[config.mk]
export PLATFORM = sky130hd
export DESIGN_NAME = decode_stage
export DESIGN_NICKNAME = d
export VERILOG_FILES = /design/src/rtl/decode_pkg.sv /design/src/rtl/decode_regfile.sv /design/src/rtl/decode_stage.sv
export SDC_FILE = /design/constraint.sdc
export NUM_CORES = 2
export LEC_CHECK = 0
export BUFFER_PORTS_ARGS = -buffer_cell sky130_fd_sc_hd__buf_2
export CAP_MARGIN = 5
export CORE_MARGIN = 5
export CORE_UTILIZATION = 50
export CTS_CLUSTER_DIAMETER = 60
export DETAILED_ROUTE_END_ITERATION = 7
export GPL_TIMING_DRIVEN = 0
export PLACE_DENSITY = 0.67
export SLEW_MARGIN = 5
export SYNTH_ARGS = -nofsm -noshare
export SYNTH_HDL_FRONTEND = slang
export SYNTH_SLANG_ARGS = --single-unit
[constraint.sdc]
create_clock -name clk -period 10.2 [get_ports clk]
set_input_delay 2.04 -clock clk [delete_from_list [all_inputs] [get_ports clk]]
set_output_delay 2.04 -clock clk [all_outputs]
set_load 0.02 [all_outputs]
[src/rtl/decode_pkg.sv]
// Shared decode definitions: opcodes, immediate formats, ALU and result-select encodings, control layout.
package decode_pkg;

   localparam logic [6:0] OP_LW   = 7'b0000011;
   localparam logic [6:0] OP_SW   = 7'b0100011;
   localparam logic [6:0] OP_R    = 7'b0110011;
   localparam logic [6:0] OP_I    = 7'b0010011;
   localparam logic [6:0] OP_BEQ  = 7'b1100011;
   localparam logic [6:0] OP_JAL  = 7'b1101111;
   localparam logic [6:0] OP_LUI  = 7'b0110111;

   typedef enum logic [2:0] {IMM_I, IMM_S, IMM_B, IMM_U, IMM_J} immSrc_e;

   localparam logic [2:0] ALU_ADD = 3'b000;
   localparam logic [2:0] ALU_SUB = 3'b001;
   localparam logic [2:0] ALU_AND = 3'b010;
   localparam logic [2:0] ALU_OR  = 3'b011;
   localparam logic [2:0] ALU_SLT = 3'b101;

   localparam logic [1:0] RES_ALU = 2'b00;
   localparam logic [1:0] RES_MEM = 2'b01;
   localparam logic [1:0] RES_PC4 = 2'b10;

   // Bit positions of the fields inside CtrlE, MSB first.
   localparam int CTRL_W          = 10;
   localparam int CTRL_REGWRITE   = 9;
   localparam int CTRL_ALUSRC     = 8;
   localparam int CTRL_MEMWRITE   = 7;
   localparam int CTRL_RES_HI     = 6;
   localparam int CTRL_RES_LO     = 5;
   localparam int CTRL_BRANCH     = 4;
   localparam int CTRL_JUMP       = 3;
   localparam int CTRL_ALU_HI     = 2;
   localparam int CTRL_ALU_LO     = 0;

   typedef struct packed {
      logic       regWrite;
      logic       aluSrc;
      logic       memWrite;
      logic [1:0] resultSrc;
      logic       branch;
      logic       jump;
      logic [2:0] aluControl;
   } ctrl_t;

   // ALU operation for register and immediate arithmetic; sub only exists in R-type.
   function automatic logic [2:0] aluDecode(input logic [2:0] funct3, input logic isSub);
      case (funct3)
         3'b000:  aluDecode = isSub ? ALU_SUB : ALU_ADD;
         3'b010:  aluDecode = ALU_SLT;
         3'b110:  aluDecode = ALU_OR;
         3'b111:  aluDecode = ALU_AND;
         default: aluDecode = ALU_ADD;
      endcase
   endfunction

endpackage

[src/rtl/decode_regfile.sv]
// 2-read/1-write register file, x0 hardwired to zero, same-cycle write-through to both read ports.
// Reads are combinational; writes land on the clock edge; no backpressure.
module decode_regfile #(
   parameter int XLEN = 32,
   parameter int AW   = 5
) (
   input  logic            clk,
   input  logic            rst,
   input  logic            we,
   input  logic [AW-1:0]   wa,
   input  logic [XLEN-1:0] wd,
   input  logic [AW-1:0]   ra1,
   input  logic [AW-1:0]   ra2,
   output logic [XLEN-1:0] rd1,
   output logic [XLEN-1:0] rd2
);
   logic [XLEN-1:0] mem [2**AW];

   always_ff @(posedge clk) begin
      if (rst) begin
         for (int i = 0; i < 2**AW; i++) mem[i] <= '0;
      end else if (we && wa != '0) begin
         mem[wa] <= wd;
      end
   end

   always_comb begin
      rd1 = mem[ra1];
      rd2 = mem[ra2];
      if (we && wa != '0 && wa == ra1) rd1 = wd;
      if (we && wa != '0 && wa == ra2) rd2 = wd;
      if (ra1 == '0) rd1 = '0;
      if (ra2 == '0) rd2 = '0;
   end
endmodule

[src/rtl/decode_stage.sv]
// Decode stage: control decode, immediates, register read and the D->E register (1 cycle).
// HoldE freezes E; a load-use hazard raises HazardStallD and inserts a bubble into E.
module decode_stage
   import decode_pkg::*;
#(
   parameter int XLEN = 32,
   parameter int AW   = 5
) (
   input  logic              clk,
   input  logic              rst,
   input  logic [31:0]       InstrD,
   input  logic [XLEN-1:0]   PCD,
   input  logic [XLEN-1:0]   PCPlus4D,
   input  logic              ValidD,
   input  logic              RegWriteW,
   input  logic [AW-1:0]     RDW,
   input  logic [XLEN-1:0]   ResultW,
   input  logic              FlushE,
   input  logic              HoldE,
   output logic [CTRL_W-1:0] CtrlE,
   output logic [XLEN-1:0]   RD1_E,
   output logic [XLEN-1:0]   RD2_E,
   output logic [XLEN-1:0]   Imm_Ext_E,
   output logic [XLEN-1:0]   PCE,
   output logic [XLEN-1:0]   PCPlus4E,
   output logic [AW-1:0]     RD_E,
   output logic [AW-1:0]     RS1_E,
   output logic [AW-1:0]     RS2_E,
   output logic              ValidE,
   output logic              HazardStallD
);
   ctrl_t           ctrlD;
   immSrc_e         immSrc;
   logic [31:0]     imm32;
   logic [XLEN-1:0] immD, rd1D, rd2D;
   logic [AW-1:0]   rs1D, rs2D, rdD;
   logic [6:0]      opcode;
   logic [2:0]      funct3;

   assign opcode = InstrD[6:0];
   assign funct3 = InstrD[14:12];
   assign rs1D   = AW'(InstrD[19:15]);
   assign rs2D   = AW'(InstrD[24:20]);
   assign rdD    = AW'(InstrD[11:7]);

   always_comb begin
      ctrlD  = '0;
      immSrc = IMM_I;
      case (opcode)
         OP_LW:  begin
            ctrlD.regWrite  = 1'b1;
            ctrlD.aluSrc    = 1'b1;
            ctrlD.resultSrc = RES_MEM;
         end
         OP_SW:  begin
            ctrlD.aluSrc   = 1'b1;
            ctrlD.memWrite = 1'b1;
            immSrc         = IMM_S;
         end
         OP_R:   begin
            ctrlD.regWrite   = 1'b1;
            ctrlD.aluControl = aluDecode(funct3, InstrD[30]);
         end
         OP_I:   begin
            ctrlD.regWrite   = 1'b1;
            ctrlD.aluSrc     = 1'b1;
            ctrlD.aluControl = aluDecode(funct3, 1'b0);
         end
         OP_BEQ: begin
            ctrlD.branch     = 1'b1;
            ctrlD.aluControl = ALU_SUB;
            immSrc           = IMM_B;
         end
         OP_JAL: begin
            ctrlD.regWrite  = 1'b1;
            ctrlD.resultSrc = RES_PC4;
            ctrlD.jump      = 1'b1;
            immSrc          = IMM_J;
         end
         OP_LUI: begin
            ctrlD.regWrite = 1'b1;
            ctrlD.aluSrc   = 1'b1;
            immSrc         = IMM_U;
         end
         default: ctrlD = '0;
      endcase
   end

   always_comb begin
      case (immSrc)
         IMM_S:   imm32 = {{20{InstrD[31]}}, InstrD[31:25], InstrD[11:7]};
         IMM_B:   imm32 = {{20{InstrD[31]}}, InstrD[7], InstrD[30:25], InstrD[11:8], 1'b0};
         IMM_U:   imm32 = {InstrD[31:12], 12'b0};
         IMM_J:   imm32 = {{12{InstrD[31]}}, InstrD[19:12], InstrD[20], InstrD[30:21], 1'b0};
         default: imm32 = {{20{InstrD[31]}}, InstrD[31:20]};
      endcase
      immD = XLEN'($signed(imm32));
   end

   decode_regfile #(.XLEN(XLEN), .AW(AW)) uRegfile (
      .clk (clk),
      .rst (rst),
      .we  (RegWriteW),
      .wa  (RDW),
      .wd  (ResultW),
      .ra1 (rs1D),
      .ra2 (rs2D),
      .rd1 (rd1D),
      .rd2 (rd2D)
   );

   // Deliberately not gated by HoldE: fetch must stall even while E is frozen.
   assign HazardStallD = ValidE && (CtrlE[CTRL_RES_HI:CTRL_RES_LO] == RES_MEM) && (RD_E != '0)
                         && ValidD && (RD_E == rs1D || RD_E == rs2D);

   always_ff @(posedge clk) begin
      if (rst || (!HoldE && (FlushE || HazardStallD))) begin
         CtrlE     <= '0;
         RD1_E     <= '0;
         RD2_E     <= '0;
         Imm_Ext_E <= '0;
         PCE       <= '0;
         PCPlus4E  <= '0;
         RD_E      <= '0;
         RS1_E     <= '0;
         RS2_E     <= '0;
         ValidE    <= 1'b0;
      end else if (!HoldE) begin
         CtrlE     <= ctrlD;
         RD1_E     <= rd1D;
         RD2_E     <= rd2D;
         Imm_Ext_E <= immD;
         PCE       <= PCD;
         PCPlus4E  <= PCPlus4D;
         RD_E      <= rdD;
         RS1_E     <= rs1D;
         RS2_E     <= rs2D;
         ValidE    <= ValidD;
      end
   end
endmodule

==> results_dict.tcl <==
set metrics [dict create \
    status "finished, violations left" \
    failed_checks "design-rule violations, max-capacitance violations, max-slew violations" \
    hpwlAfterDp_um 176000 \
    core-area_mm2 0.118 \
    antenna_left 0 \
    worstMarginPinSlew_ps 1560 \
    synth_top_family_by_area "multiplexers" \
    routed_wirelength_um 235000 \
    p_seq_frac 0.475 \
    grt_pass1_wl_um 324000 \
    dp.cells 6152 \
    grt_pass1_vias 45300 \
    dp_slack_ps 3950 \
    ys.flop_type "edfxtp_1" \
    syn_area_per_cell_um2 13.9 \
    rows 126 \
    die-area_mm2 0.125 \
    yosys-top-cells-area "edfxtp_1 (52%), mux4_2 (20%), nor3_1 (8.6%), dfxtp_1 (6.3%), o22ai_1 (2.7%)" \
    globalRouteOverflowTotal 0 \
    grtUsageMet1 0.432 \
    slew_headroom -0.0382 \
    synthMuxAreaShare 0.209 \
    antenna_found_initial 16 \
    critical_path.max_stage_delay_ps 1200 \
    combPwrFrac 0.128 \
    max_freq_mhz 165 \
    grt_max_degree 25 \
    worstPathRequired_ps 10710 \
    ctsResizeCount 0 \
    max-vdd-ir-drop_mv 0.173 \
    cts_tree "built" \
    synth_edf_count 1024 \
    synth_top_area_cell "edfxtp_1" \
    finalMaxSlewViolations 44 \
    first_iter_violations 8176 \
    clkTransAtPathRegs_ps 60 \
    gr-usage-met2 0.578 \
    synth-compound-area-share 0.0468 \
    use_met3 0.164 \
    gp_congestion 1.04 \
    crit_path_frequent_cell "clkbuf_1" \
    syn_to_final_growth_pct 15.3 \
    hold_class "flip-flop to flip-flop" \
    power_density_mw_per_mm2 179 \
    power.static_leakage_nw 21.7 \
    placed_cell_area_mm2 0.0638 \
    vias_per_cell 7.24 \
    root_buffer "clkbuf_16" \
    htree_levels 4 \
    grt_use_total 0.366 \
    synth_top_area_frac 0.520 \
    port_buffers 311 \
    end_kind "flip-flop" \
    hold_ws_ps 466 \
    drc 1 \
    start_util 0.502 \
    cp_max_fo 19 \
    dr.pass1.iters 8 \
    yosysWarnings 0 \
    clock_path_buffers 3 \
    clkLatencyLatePin_ps 790 \
    async_flop_share 0 \
    ys_seq_elements 1209 \
    via_count 46400 \
    critPathLaunchType "input port" \
    synthAdderAreaFrac 0 \
    slowest_stage "buf_1" \
    die_h_um 354 \
    ios 326 \
    drv_cap 4 \
    wl_per_cell_um 36.7 \
    nets 4891 \
    seq_area_frac_synth 0.583 \
    postCtsHoldBufs 0 \
    worstPathArrival_ps 6590 \
    numCtsBuffers 134 \
    grt-busiest-layer "met2" \
    fin_ws_ps 4120 \
    die_w_um 354 \
    p_clk_frac 0.398 \
    setup-tns-final_ps 0 \
    skew_ps 35.2 \
    final_area_mm2 0.0681 \
    switchingPower_mw 3.24 \
    drive_above_1_share 0.250 \
    setup_viol 0 \
    min_period_ps 6080 \
    p_sw_frac 0.266 \
    crit_type "input port to flip-flop" \
    clock-sinks 1209 \
    cts_setup_buffers 0 \
    postSynthCellCount 4242 \
    finalHoldViolCount 0 \
    yosysUniqueCellTypes 49 \
    synth-simple-area-share 0.117 \
    syn_area_mm2 0.0591 \
    rsz0062_at_grt "no" \
    final_cells 6410 \
    fin_crit_sh 0.596 \
    p_int_mw 8.92 \
    synthXorXnorAreaFrac 0.00296 \
    path_cells "clkbuf_1 -> nor2b_1 -> nand3b_1 -> clkbuf_1 -> buf_1 -> o21bai_4 -> buf_16" \
]
critical path: cells and delay by family:
kind | cells | cell delay, ps
AO/OA/AOI/OAI | 1 | 500
AND/OR/NAND/NOR | 2 | 690
buffers and inverters | 4 | 3290
kinds of logic (layout without fill, tap and decap cells):
family | Yosys count | count (layout)
xor+xnor | 20 | 20
other cells | 1 | 43
flops | 1209 | 1209
mux | 594 | 594
compound gates | 410 | 410
simple gates | 1411 | 1411
buf+inv | 597 | 1187
synth_stat cells (15+ instances only):
cell / instances
mux4_2: 512
a211oi_1: 21
dfxtp_1: 185
clkbuf_1: 404
nor3_1: 1017
nand2_1: 143
edfxtp_1: 1024
nor2_1: 129
o211ai_1: 65
o21bai_1: 32
buf_1: 37
nand3_1: 17
xnor2_1: 16
a21oi_1: 15
nor4_1: 65
buf_2: 109
o22ai_1: 256
mux2i_1: 82
inv_1: 38
cell type report:
| type | instances | area, um^2 |
|---|---|---|
| Fill cell | 9442 | 49700 |
| Sequential cell | 1209 | 34500 |
| Multi-Input combinational cell | 2467 | 22700 |
| Clock buffer | 185 | 3810 |
| Timing Repair Buffer | 343 | 2320 |
| Buffer | 558 | 2290 |
| Tap cell | 1536 | 1920 |
| Clock inverter | 62 | 468 |
| Inverter | 39 | 146 |
| Antenna cell | 11 | 27.5 |
cell usage in the layout, fill, tap and decap left out, types with 7 or more instances in the layout:
master | synthesis | routed
clkbuf_1 | 404 | 432
nor2_1 | 129 | 129
diode_2 | 0 | 11
edfxtp_1 | 1024 | 1024
nor4_1 | 65 | 65
a211oi_1 | 21 | 21
o21bai_4 | 0 | 31
buf_2 | 109 | 420
nor2b_1 | 7 | 7
mux2i_1 | 82 | 82
buf_6 | 7 | 7
inv_1 | 38 | 38
buf_12 | 0 | 16
a21oi_1 | 15 | 15
o211ai_1 | 65 | 65
buf_16 | 0 | 16
o22ai_1 | 256 | 256
clkinv_2 | 0 | 22
nor3_1 | 1017 | 1017
mux4_2 | 512 | 512
nor3b_1 | 7 | 7
xnor2_1 | 16 | 16
clkinv_1 | 1 | 19
nand3_1 | 17 | 17
nand2_1 | 143 | 143
conb_1 | 1 | 32
nand3b_1 | 10 | 10
inv_6 | 0 | 9
buf_1 | 37 | 36
dfxtp_1 | 185 | 185
clkbuf_8 | 0 | 14
clkbuf_16 | 0 | 140
metal layers:
metal / share of wire / vias up / wire length, um
met3: 0.17 / 972 / 39800
met4: 0.056 / 28 / 13200
met1: 0.31 / 23100 / 73700
met2: 0.46 / 4268 / 108000
li1: - / 18100 / -
met5: 0.0029 / - / 687
stage by stage:
stage / utilization / total power [mW]
2_1_floorplan: - / 6.71
3_3_place_gp: 0.532 / 7.28
3_5_place_dp: 0.542 / 7.35
4_1_cts: 0.578 / 12.1
5_1_grt: 0.578 / 12.4
6_report: 0.578 / 12.2
flip-flops by register name (all words and copies together), names as in the netlist:
| register | flops |
|---|---|
| ValidE | 1 |
| RD2_E | 32 |
| PCPlus4E | 32 |
| PCE | 32 |
| CtrlE | 9 |
| RS1_E | 5 |
| RD_E | 5 |
| uRegfile.mem | 1024 |
| RD1_E | 32 |
| Imm_Ext_E | 32 |
| RS2_E | 5 |
power groups by stage:
stage,combinational (mW),sequential (mW),clock [mW]
4_1_cts,1.49,5.76,4.81
2_1_floorplan,0.847,5.87,0
5_1_grt,1.57,5.79,5.01
3_3_place_gp,1.42,5.86,0
6_report,1.55,5.77,4.83
3_5_place_dp,1.48,5.86,0
worst paths after layout:
path / start / to / slack (ps) / cells past startpoint
worst max-delay path: rst / uRegfile.mem[18][15] / 4120 / 7
worst min register to register: RD1_E[23] / RD1_E[23] / 470 / 2
worst min-delay path: RD1_E[23] / RD1_E[23] / 470 / 2
worst max register to register: CtrlE[6] / RD1_E[6] / 6880 / 6
Note: power is estimated with default switching activity, not from simulation.
